<file path="src/rtl/axi4_lite_master.sv">
// Single-outstanding AXI4-Lite master: one valid/ready command in, one AXI transaction out, one response back.
// Optional wait-state timeout (DECERR response) is enabled by defining AXI4_LITE_MASTER_TIMEOUT_EN.
module axi4_lite_master #(
  parameter int ADDR_W         = 32,
  parameter int DATA_W         = 32,
  parameter int TIMEOUT_CYCLES = 256
) (
  input  logic                  ACLK,
  input  logic                  ARESETN,
  input  logic                  cmd_valid,
  output logic                  cmd_ready,
  input  logic                  cmd_write,
  input  logic [ADDR_W-1:0]     cmd_addr,
  input  logic [DATA_W-1:0]     cmd_wdata,
  input  logic [DATA_W/8-1:0]   cmd_wstrb,
  output logic                  rsp_valid,
  input  logic                  rsp_ready,
  output logic [DATA_W-1:0]     rsp_rdata,
  output logic [1:0]            rsp_resp,
  output logic [ADDR_W-1:0]     AWADDR,
  output logic                  AWVALID,
  input  logic                  AWREADY,
  output logic [DATA_W-1:0]     WDATA,
  output logic [DATA_W/8-1:0]   WSTRB,
  output logic                  WVALID,
  input  logic                  WREADY,
  input  logic [1:0]            BRESP,
  input  logic                  BVALID,
  output logic                  BREADY,
  output logic [ADDR_W-1:0]     ARADDR,
  output logic                  ARVALID,
  input  logic                  ARREADY,
  input  logic [DATA_W-1:0]     RDATA,
  input  logic [1:0]            RRESP,
  input  logic                  RVALID,
  output logic                  RREADY
);

  localparam int STRB_W = DATA_W / 8;

  if (TIMEOUT_CYCLES < 1 || (DATA_W % 8) != 0) begin : g_param_check
    $error("axi4_lite_master: TIMEOUT_CYCLES must be >= 1 and DATA_W a multiple of 8");
  end

  typedef enum logic [2:0] {
    S_IDLE    = 3'd0,
    S_WR_AW_W = 3'd1,
    S_WR_B    = 3'd2,
    S_RD_AR   = 3'd3,
    S_RD_R    = 3'd4,
    S_RSP     = 3'd5
  } state_t;

  state_t state, state_d;

  logic [ADDR_W-1:0] awaddr_d, araddr_d;
  logic [DATA_W-1:0] wdata_d, rsp_rdata_d;
  logic [STRB_W-1:0] wstrb_d;
  logic [1:0]        rsp_resp_d;
  logic              awvalid_d, wvalid_d, bready_d, arvalid_d, rready_d, rsp_valid_d;

  // Gated by reset so no command can be accepted while ARESETN is low.
  assign cmd_ready = ARESETN && (state == S_IDLE);

`ifdef AXI4_LITE_MASTER_TIMEOUT_EN
  localparam int TO_W = $clog2(TIMEOUT_CYCLES + 1);
  localparam logic [TO_W-1:0] TO_LAST = TO_W'(TIMEOUT_CYCLES - 1);

  logic [TO_W-1:0] tmo_cnt;
  logic            in_wait;

  assign in_wait = (state == S_WR_AW_W) || (state == S_WR_B) ||
                   (state == S_RD_AR)   || (state == S_RD_R);

  // Clears on every state change, so each wait state starts from zero.
  always_ff @(posedge ACLK or negedge ARESETN) begin
    if (!ARESETN) begin
      tmo_cnt <= '0;
    end else if (state_d != state) begin
      tmo_cnt <= '0;
    end else if (tmo_cnt != TO_LAST) begin
      tmo_cnt <= tmo_cnt + TO_W'(1);
    end
  end
`endif

  always_comb begin
    state_d     = state;
    awaddr_d    = AWADDR;
    wdata_d     = WDATA;
    wstrb_d     = WSTRB;
    araddr_d    = ARADDR;
    awvalid_d   = AWVALID;
    wvalid_d    = WVALID;
    bready_d    = BREADY;
    arvalid_d   = ARVALID;
    rready_d    = RREADY;
    rsp_valid_d = rsp_valid;
    rsp_rdata_d = rsp_rdata;
    rsp_resp_d  = rsp_resp;

    case (state)
      S_IDLE: begin
        if (cmd_valid && cmd_ready) begin
          if (cmd_write) begin
            awaddr_d  = cmd_addr;
            wdata_d   = cmd_wdata;
            wstrb_d   = cmd_wstrb;
            awvalid_d = 1'b1;
            wvalid_d  = 1'b1;
            state_d   = S_WR_AW_W;
          end else begin
            araddr_d  = cmd_addr;
            arvalid_d = 1'b1;
            state_d   = S_RD_AR;
          end
        end
      end

      // AW and W retire independently; B is only accepted once both are gone.
      S_WR_AW_W: begin
        if (AWVALID && AWREADY) awvalid_d = 1'b0;
        if (WVALID && WREADY)   wvalid_d  = 1'b0;
        if (!awvalid_d && !wvalid_d) begin
          bready_d = 1'b1;
          state_d  = S_WR_B;
        end
      end

      S_WR_B: begin
        if (BVALID && BREADY) begin
          bready_d    = 1'b0;
          rsp_resp_d  = BRESP;
          rsp_rdata_d = '0;
          rsp_valid_d = 1'b1;
          state_d     = S_RSP;
        end
      end

      S_RD_AR: begin
        if (ARVALID && ARREADY) begin
          arvalid_d = 1'b0;
          rready_d  = 1'b1;
          state_d   = S_RD_R;
        end
      end

      S_RD_R: begin
        if (RVALID && RREADY) begin
          rready_d    = 1'b0;
          rsp_rdata_d = RDATA;
          rsp_resp_d  = RRESP;
          rsp_valid_d = 1'b1;
          state_d     = S_RSP;
        end
      end

      S_RSP: begin
        if (rsp_ready) begin
          rsp_valid_d = 1'b0;
          state_d     = S_IDLE;
        end
      end

      default: begin
        state_d = S_IDLE;
      end
    endcase

`ifdef AXI4_LITE_MASTER_TIMEOUT_EN
    // A handshake completing on the last allowed cycle still wins over the timeout.
    if (in_wait && (state_d == state) && (tmo_cnt == TO_LAST)) begin
      awvalid_d   = 1'b0;
      wvalid_d    = 1'b0;
      bready_d    = 1'b0;
      arvalid_d   = 1'b0;
      rready_d    = 1'b0;
      rsp_resp_d  = 2'b11;
      rsp_rdata_d = '0;
      rsp_valid_d = 1'b1;
      state_d     = S_RSP;
    end
`endif
  end

  always_ff @(posedge ACLK or negedge ARESETN) begin
    if (!ARESETN) begin
      state     <= S_IDLE;
      AWADDR    <= '0;
      WDATA     <= '0;
      WSTRB     <= '0;
      ARADDR    <= '0;
      AWVALID   <= 1'b0;
      WVALID    <= 1'b0;
      BREADY    <= 1'b0;
      ARVALID   <= 1'b0;
      RREADY    <= 1'b0;
      rsp_valid <= 1'b0;
      rsp_rdata <= '0;
      rsp_resp  <= '0;
    end else begin
      state     <= state_d;
      AWADDR    <= awaddr_d;
      WDATA     <= wdata_d;
      WSTRB     <= wstrb_d;
      ARADDR    <= araddr_d;
      AWVALID   <= awvalid_d;
      WVALID    <= wvalid_d;
      BREADY    <= bready_d;
      ARVALID   <= arvalid_d;
      RREADY    <= rready_d;
      rsp_valid <= rsp_valid_d;
      rsp_rdata <= rsp_rdata_d;
      rsp_resp  <= rsp_resp_d;
    end
  end

endmodule

</file>
<file path="config.mk">
export PLATFORM = sky130hd
export DESIGN_NAME = axi4_lite_master
export DESIGN_NICKNAME = d
export VERILOG_FILES = /design/src/rtl/axi4_lite_master.sv
export SDC_FILE = /design/constraint.sdc
export NUM_CORES = 1
export LEC_CHECK = 0
export BUFFER_PORTS_ARGS = -buffer_cell sky130_fd_sc_hd__buf_2
export CELL_PAD_IN_SITES_DETAIL_PLACEMENT = 1
export CELL_PAD_IN_SITES_GLOBAL_PLACEMENT = 2
export CORE_ASPECT_RATIO = 0.8
export CORE_MARGIN = 1.5
export CORE_UTILIZATION = 31
export DETAILED_ROUTE_END_ITERATION = 10
export PLACE_DENSITY = 0.81
export SLEW_MARGIN = 30
export SYNTH_ARGS = -nofsm -noshare
export SYNTH_HDL_FRONTEND = slang
export SYNTH_SLANG_ARGS = --single-unit
export TNS_END_PERCENT = 20
</file>
<file path="constraint.sdc">
create_clock -name ACLK -period 2.72 [get_ports ACLK]
set_input_delay 0.272 -clock ACLK [delete_from_list [all_inputs] [get_ports ACLK]]
set_output_delay 0.272 -clock ACLK [all_outputs]
set_load 0.005 [all_outputs]
</file>
=== After elaboration in Yosys (flattened, before gate mapping) ===
Index checks and enable logic that the tools add are counted.

* Register bits after elaboration: 143
* Input port bits: 114
* Output and inout port bits: 141

* Equal/unequal tests: 13
* Mux-type cells: 36
* Bitwise gates (word level): 1
* Reduce and logical (&&, ||, !) cells: 26

{| class="wikitable"
|+ Operators by type and width
! cell !! number
|-
| 32-bit two-way mux || 2
|-
| 32-bit one-hot mux with 2 select lines || 1
|-
| 3-bit two-way mux || 6
|-
| 3-bit one-hot mux with 6 select lines || 1
|-
| 3-bit AND reduction || 6
|-
| 1-bit two-way mux || 16
|-
| 2-bit != test, second input constant || 7
|-
| 1-bit one-hot mux with 2 select lines || 5
|-
| 2-bit nonzero test || 5
|-
| 1-bit logical AND || 8
|-
| 4-bit AND reduction || 2
|-
| 3-bit by 2-bit == test with 1-bit output, second input constant || 2
|-
| 3-bit == test, second input constant || 2
|-
| 2-bit two-way mux || 3
|-
| 6-bit AND reduction || 1
|-
| 2-bit one-hot mux with 2 select lines || 1
|-
| 3-bit by 1-bit == test with 1-bit output, second input constant || 1
|-
| 3-bit logical NOT || 1
|-
| 1-bit one-hot mux with 3 select lines || 1
|-
| 3-bit nonzero test || 1
|-
| 1-bit logical NOT || 2
|-
| 2-bit by 1-bit != test with 1-bit output, second input constant || 1
|-
| 1-bit NOT || 1
|}

=== Logic depth before layout (Yosys ltp) ===
Gate-level depths: netlist of the first run.

* Depth in word-level cells: 7
* Depth in mapped cells: 8
* Mapped depth without buffers: 5

=== Worst setup path after synthesis of the first run ===
Ideal clock, no wire load.

* Path type: register to register
* Start: register state[1]
* End: register state[0]
* Library setup time: 0.128 ns
* Arrival: 1.604 ns
* Path slack: 0.989 ns
* Stages on the path, launching flop included: 6
* Path buffers: 1
* Period minus slack after synthesis: 1.731 ns
* Path through: dfrtp_1 -> buf_6 -> nor2b_1 -> a22o_1 -> a2111oi_4 -> mux2_1

* Word-level cells in the longest chain between the ends: 5
* Elaborated cells between the ends (all ways): 16

{| class="wikitable"
|+ Ends and longest elaborated chain
! element !! RTL line !! RTL
|-
| from (decl) || 54 || <nowiki>state_t state, state_d;</nowiki>
|-
| from (signal assigned) || 202 || <nowiki>state <= state_d;</nowiki>
|-
| 3-bit logical NOT || 63, 102 ||
|-
| 1-bit logical AND || 63 || <nowiki>assign cmd_ready = ARESETN && (state == S_IDLE);</nowiki>
|-
| 1-bit logical AND || 104 || <nowiki>if (cmd_valid && cmd_ready) begin</nowiki>
|-
| 2-bit by 1-bit != test with 1-bit output (no source line) || -- ||
|-
| 6-bit AND reduction (no source line) || -- ||
|}

Several ways; a longest one is shown, not always the timed one.
A chain may end at the register's enable or synchronous reset.

=== Worst setup path after layout of the first run ===
* Start: register state[0]
* End: register ARADDR[29]

* Word-level cells in the longest chain between the ends: 4

{| class="wikitable"
|+ Ends and longest elaborated chain
! element !! RTL line !! RTL
|-
| 3-bit logical NOT (*) || 63, 102 ||
|-
| 1-bit logical AND || 63 ||
|-
| 1-bit logical AND || 104 ||
|-
| 3-bit AND reduction (no source line) (*) || -- ||
|-
| to (signal assigned) || 206 || <nowiki>ARADDR <= araddr_d;</nowiki>
|-
| to (decl) || 30 || <nowiki>output logic [ADDR_W-1:0] ARADDR,</nowiki>
|}

Every way passes the cells marked *; elsewhere a longest branch is shown, timed or not.

==> results of run 1 <==
## final cells by class
cell class | instances | area, um^2
fillers | 1919 | 9850
clock buffers | 19 | 453
clock inverters | 13 | 131
diodes | 1 | 2.50
multi-input cells | 250 | 1910
well taps | 225 | 282
repair buffers | 263 | 1370
inverters | 4 | 15.0
flip-flops and latches | 143 | 3580
## through the flow
stage               total power [mW]  hold slack, ns
CTS                             8.91          0.0576
global route                    9.34          0.0592
global placement                6.37           0.174
finish                          8.73          0.0785
floorplan                       5.07         -0.0236
detailed placement              6.55           0.181
## layer usage
layer  part of all wire (%)  vias up  wire (um)  track usage [%]
met4                    1.4        2        213             6.01
li1                       -     1967          -                -
met5                  0.084        -         13                0
met3                    8.0       19       1250             6.82
met1                     41     2103       6310             19.3
met2                     50      154       7760             29.2
## sequential cells by signal, indices dropped and copies added (netlist names)
| register | cells |
|---|---|
| BREADY | 1 |
| WVALID | 1 |
| WSTRB | 4 |
| rsp_resp | 2 |
| WDATA | 32 |
| state | 3 |
| rsp_valid | 1 |
| ARADDR | 32 |
| ARVALID | 1 |
| rsp_rdata | 32 |
| AWVALID | 1 |
| AWADDR | 32 |
| RREADY | 1 |
## synthesized netlist by cell type, types with 4 or more instances
master	n	share of area, %
nand2_1	71	4.7
buf_4	4	0.53
inv_1	4	0.27
nor2_1	7	0.46
buf_6	7	1.4
clkbuf_1	4	0.27
buf_2	8	0.71
a21oi_1	6	0.53
nand3_1	34	3.0
mux2_2	100	20
dfrtp_1	143	63
## logic make-up (layout without fill, tap and decap cells)
| group | Yosys count | count (layout) | share of synthesized area [%] |
|---|---|---|---|
| other | 0 | 1 | 0 |
| muxes | 104 | 104 | 20.7 |
| and+or+nand+nor | 125 | 125 | 10.0 |
| AOI/OAI and AO/OA | 21 | 21 | 2.85 |
| DFF | 143 | 143 | 63.3 |
| buffers and inverters | 27 | 299 | 3.16 |
## critical path: stages (launching register included)
cell     delay [ns]
dfrtp_1        0.56
inv_1          0.31
nand2_2        0.16
nor3_4         0.18
buf_4          0.43
mux2_2         0.40
## timing repair
item / CTS / global route
endpoints found under the setup margin: 0 / 0
endpoints found under the hold margin: 28 / 0
hold buffers: 1 / 0
resized for setup: 0 / 0
## report_power, final
| part | total (mW) | switching, mW | internal (mW) |
|---|---|---|---|
| Clock | 2.28 | 0.957 | 1.33 |
| Sequential | 3.66 | 0.571 | 3.09 |
| Combinational | 2.79 | 1.29 | 1.50 |
## worst paths after layout
| path | startpoint | slack, ns | endpoint |
|---|---|---|---|
| hold reg to reg | rsp_rdata[25] | 0.46 | rsp_rdata[25] |
| setup / recovery | state[0] | 0.56 | ARADDR[29] |
| hold / removal | RDATA[1] | 0.08 | rsp_rdata[1] |
| setup reg to reg | state[0] | 0.56 | ARADDR[29] |
| min in group asynchronous | ARESETN | 0.30 | ARADDR[27] |
| max in group asynchronous | ARESETN | 1.26 | WDATA[14] |
==> run_results.csv, run 1 <==
group,metric,value,unit
job,drv_cap,0,
detailed_routing,drt_wl_total,15500,um
grt,grt_overflow_total,0,
critical_path,crit_path_max_fanout,33,
detailed_routing,wl_per_cell,16.9,um
detailed_routing,ant_nets,0,
synthesis,seq_area_frac_synth,63.3,%
timing,hold_viol,0,
synthesis,syn_area,5660,um^2
critical_path,worstPathRequired,3.02,ns
synthesis,synth-edff-count,0,
placement,routabilityCongestion,0.763,
hold_path,hold_class,"input port to flop",
hold_path,worstHoldPathCells,3,
detailed_routing,dr_total_vias,4245,
placement,dp_cells,884,
synthesis,yosys_warnings,0,
clock_network,ctsHtreeMaxLevel,4,
grt,grt_usage,17.0,%
timing,max_freq,464,MHz
floorplanning,start_util,32.1,%
floorplanning,die_y,124,um
timing,fin_ws,0.564,ns
placement,pre_cts_ws,0.553,ns
synthesis,synthFlopType,"dfrtp_1",
clock_network,cts_root_buf,"clkbuf_16",
floorplanning,io_pins,255,
timing,finClkSkew,0.00685,ns
detailed_routing,drt_iter0_markers,83,
synthesis,syn_avg_cell_area,13.5,um^2
cells_and_area,fin_nets,793,
placement,place_area,7150,um^2
clock_network,cts_tree,"built",
detailed_routing,dr.pass1.iters,4,
floorplanning,die_w,154,um
synthesis,ys_ff_latch,143,
floorplanning,dieArea,19100,um^2
detailed_routing,drc,0,
placement,io_buffer_count,254,
grt,grt_first_pass_wirelength,24600,um
timing,slew_headroom,44.7,%
cells_and_area,final_cell_mix,"buf_2 (253), dfrtp_1 (143), mux2_2 (100)",
power,p_per_area,1130,nW/um^2
cells_and_area,fin_area,7750,um^2
timing,fin_crit,2.16,ns
clock_network,cts.sinks,143,
critical_path,end_kind,"flop",
grt,grt_pass1_vias,4700,
clock_network,cts.clk_slew.worst_paths,0.06,ns
timing,rsz0062_at_grt,"false",
clock_network,insertion_delay,0.42,ns
timing,setup_viol,0,
cells_and_area,area_delta_synth_final,37.0,%
timing,setup_tns,0,ns
power,leakage,4.04,nW
floorplanning,core,17600,um^2
clock_network,cts_made_buffers,17,
floorplanning,num_rows,43,
critical_path,arrival,2.46,ns
grt,antenna_found_initial,1,
synthesis,yosysUniqueCellTypes,36,
critical_path,worstSetupPathType,"flop to flop",
timing,slew_viol_final,0,
critical_path,reg2regPathDepth,5,
timing,fin_crit_sh,79.3,%
critical_path,worst_setup_path_start_kind,"flop",
synthesis,syn_inst,420,
cells_and_area,drive_above_1_share,58.2,%
detailed_routing,viasPerCell,4.62,
cells_and_area,layoutNonFillerInstCount,918,
cells_and_area,layout_commonest_cell,"buf_2",
cells_and_area,finish.utilization,44.0,%
clock_network,clock_path_buffers,2,
synthesis,syn_nets,534,
synthesis,async_flop_share,100,%
clock_network,post-cts-setup-buffers,0,
timing,tightest_slew,0.830,ns
power,max-vdd-ir-drop,0.504,mV
run_status,status,"finished clean",
placement,dp_hpwl,11400,um
grt,grt_start_max_net_pins,63,
(Power assumes the default switching activity.)
==> inputs of run 2 (changes only) <==
--- a/config.mk
+++ b/config.mk
@@ -5,14 +5,15 @@
 export SDC_FILE = /design/constraint.sdc
 export NUM_CORES = 1
 export LEC_CHECK = 0
+export ABC_AREA = 1
 export BUFFER_PORTS_ARGS = -buffer_cell sky130_fd_sc_hd__buf_2
 export CELL_PAD_IN_SITES_DETAIL_PLACEMENT = 1
 export CELL_PAD_IN_SITES_GLOBAL_PLACEMENT = 2
 export CORE_ASPECT_RATIO = 0.8
 export CORE_MARGIN = 1.5
-export CORE_UTILIZATION = 31
+export CORE_UTILIZATION = 27
 export DETAILED_ROUTE_END_ITERATION = 10
-export PLACE_DENSITY = 0.81
+export PLACE_DENSITY = 0.77
 export SLEW_MARGIN = 30
 export SYNTH_ARGS = -nofsm -noshare
 export SYNTH_HDL_FRONTEND = slang
==> constraint.sdc (replaced) <==
create_clock -name ACLK -period 2.05 [get_ports ACLK]
set_input_delay 0.205 -clock ACLK [delete_from_list [all_inputs] [get_ports ACLK]]
set_output_delay 0.205 -clock ACLK [all_outputs]
set_load 0.005 [all_outputs]
==> run 2 against run 1 <==
Synthesized area rose by 4.1%. Clock skew about the same. Non-clock buffer count is 5 higher. Global-route usage fell by 0.97 points. Synthesized cell count grew 51%. Critical path type unchanged. Largest cell class unchanged. Largest power group unchanged.
==> run_results.csv, run 2 <==
group,metric,value,unit
run_status,status,"finished clean",
critical_path,path_buf_inv,1,
floorplanning,start_util,27.4,%
timing,worst_hold_slack,0.0218,ns
synthesis,yosysTopAreaCell,"dfrtp_1",
timing,rsz0062_at_grt,"false",
detailed_routing,dr.pass1.iters,4,
detailed_routing,wl_per_cell,15.1,um
timing,fin_crit_sh,90.7,%
clock_network,cts.clk_slew.worst_paths,0.07,ns
grt,grt_first_pass_wirelength,28400,um
timing,setup_viol,0,
timing,tightest_slew,0.838,ns
detailed_routing,drt_iter0_markers,316,
synthesis,syn_avg_cell_area,9.27,um^2
synthesis,yosysTopAreaCellShare,60.8,%
synthesis,yosys_warnings,0,
cells_and_area,fin_nets,1000,
grt,grt_overflow_total,0,
grt,grt_usage,16.0,%
floorplanning,num_rows,48,
critical_path,crit_slowest_cell,"dfrtp_1",
floorplanning,io_pins,255,
power,max-vdd-ir-drop,0.583,mV
grt,antenna_found_initial,2,
timing,setup_tns,0,ns
clock_network,cts_made_buffers,17,
timing,hold_viol,0,
synthesis,synthTopCellsByArea,"dfrtp_1 (61%), nand2_1 (16%), o21ai_2 (4.8%), nand3_1 (3.9%), o21ai_0 (3.1%)",
floorplanning,die_w,168,um
placement,place_area,7440,um^2
clock_network,clock_path_buffers,2,
timing,finClkSkew,0.00692,ns
synthesis,ys_ff_latch,143,
clock_network,ctsHtreeMaxLevel,4,
critical_path,worstSetupPathType,"flop to flop",
timing,slew_headroom,44.1,%
synthesis,syn_area,5890,um^2
critical_path,path_delay_family,"simple AND/OR/NAND/NOR gates",
detailed_routing,ant_nets,0,
timing,fin_crit,1.86,ns
timing,slew_viol_final,0,
critical_path,cp.depth,7,
timing,max_freq,538,MHz
power,p_per_area,1550,nW/um^2
synthesis,synthFlopType,"dfrtp_1",
synthesis,yosys-top-cells-count,"nand2_1 (250), dfrtp_1 (143), nand3_1 (46)",
critical_path,crit_path_max_fanout,29,
synthesis,async_flop_share,100,%
cells_and_area,fin_area,8090,um^2
clock_network,cts_tree,"built",
floorplanning,die_y,135,um
critical_path,crit_chain,"nor2_4 > nand2_2 > nor3b_4 > nand2_8 > buf_4 > nand2_1 > nand2_1",
hold_path,hold_class,"input port to flop",
synthesis,syn_nets,749,
power,totalPowerFinal,12.5,mW
critical_path,cp_slowest_stage_delay,0.47,ns
detailed_routing,viasPerCell,4.27,
placement,routabilityCongestion,0.747,
grt,grt_pass1_vias,5199,
critical_path,worstPathRequired,2.35,ns
critical_path,reg2regPathDepth,7,
detailed_routing,drc,0,
detailed_routing,dr_total_vias,5021,
cells_and_area,area_delta_synth_final,37.3,%
cells_and_area,layout_commonest_cell,"buf_2",
power,leakage,4.47,nW
critical_path,end_kind,"flop",
synthesis,seq_area_frac_synth,60.8,%
critical_path,worst_setup_path_start_kind,"flop",
detailed_routing,drt_wl_total,17800,um
cells_and_area,drive_above_1_share,37.5,%
critical_path,cp_common_cell,"nand2_1",
job,drv_cap,0,
clock_network,cts_root_buf,"clkbuf_16",
placement,io_buffer_count,254,
synthesis,synth-edff-count,0,
clock_network,cts.sinks,143,
cells_and_area,final_cell_mix,"buf_2 (253), nand2_1 (249), dfrtp_1 (143)",
floorplanning,dieArea,22700,um^2
grt,grt_start_max_net_pins,144,
synthesis,syn_inst,635,
critical_path,arrival,2.16,ns
floorplanning,core,21500,um^2
synthesis,yosysUniqueCellTypes,22,
hold_path,worstHoldPathCells,3,
placement,dp_hpwl,12700,um
clock_network,post-cts-setup-buffers,0,
clock_network,insertion_delay,0.41,ns
synthesis,synth.most_common_cell,"nand2_1",
[run 2: cell types whose count changed after synthesis, sizes merged, moves of 3 or more]
cell	previous run	this run
nand2	72	252
nor3	3	0
o21ai	2	97
mux2	102	0
inv	4	45
clkbuf	4	10
buf	19	26
a21oi	6	1
nand3	34	47
[run 2: metal layers]
metal	up-vias	wire (um)	global-route usage, %	share of wire (%)
met5	-	0	0	0
met4	0	331	5.61	1.9
met3	25	1060	4.87	6.0
met2	132	8270	25.1	47
met1	2355	8110	21.0	46
li1	2509	-	-	-
[run 2: cells by family (layout without fill, tap and decap cells)]
| kind of cell | count (synthesis) | after routing | share of synthesized area [%] |
|---|---|---|---|
| buffers and inverters | 82 | 346 | 7.14 |
| other | 0 | 2 | 0 |
| AND/OR/NAND/NOR | 310 | 310 | 21.5 |
| AO/OA/AOI/OAI | 100 | 100 | 10.6 |
| flip-flops | 143 | 143 | 60.8 |
[run 2: metrics by stage]
stage | cells | utilization (%) | worst slack [ns]
2_1_floorplan | 635 | - | 0.544
3_3_place_gp | 1140 | 34.6 | 0.233
3_5_place_dp | 1140 | 34.6 | 0.188
4_1_cts | 1174 | 37.6 | 0.169
5_1_grt | 1176 | 37.6 | 0.0304
6_report | 1176 | 37.6 | 0.190
[run 2: area by class of cell]
type,count,area [um^2]
Inverter,46,173
Timing Repair Buffer,268,1460
Fill cell,2577,13400
Clock buffer,17,425
Multi-Input combinational cell,410,1900
Tap cell,275,344
Clock inverter,15,200
Sequential cell,143,3580
Antenna cell,2,5.00
[run 2: final timing paths]
check,startpoint,endpoint,slack (ns)
max,state[1],WDATA[31],0.19
min,cmd_wdata[18],WDATA[18],0.02
max reg2reg,state[1],WDATA[31],0.19
min reg2reg,WDATA[18],WDATA[18],0.47
max in group asynchronous,ARESETN,AWADDR[21],0.89
min in group asynchronous,ARESETN,state[0],0.51
[run 2: timing repair]
item,in CTS,in global routing
gates resized for setup,0,0
hold endpoints to repair,32,0
hold buffers,2,0
[run 2: worst reg2reg max path: cells and delay by family (launching register included)]
kind                   cells  cell delay, ns
AND/OR/NAND/NOR            6            1.00
buffers and inverters      1            0.28
flip-flops                 1            0.47
[run 2: power by group]
part	leakage [nW]	total [mW]	internal (mW)	switching, mW
Clock	0.301	3.30	1.96	1.34
Sequential	1.82	4.94	4.18	0.758
Combinational	2.35	4.30	1.90	2.39
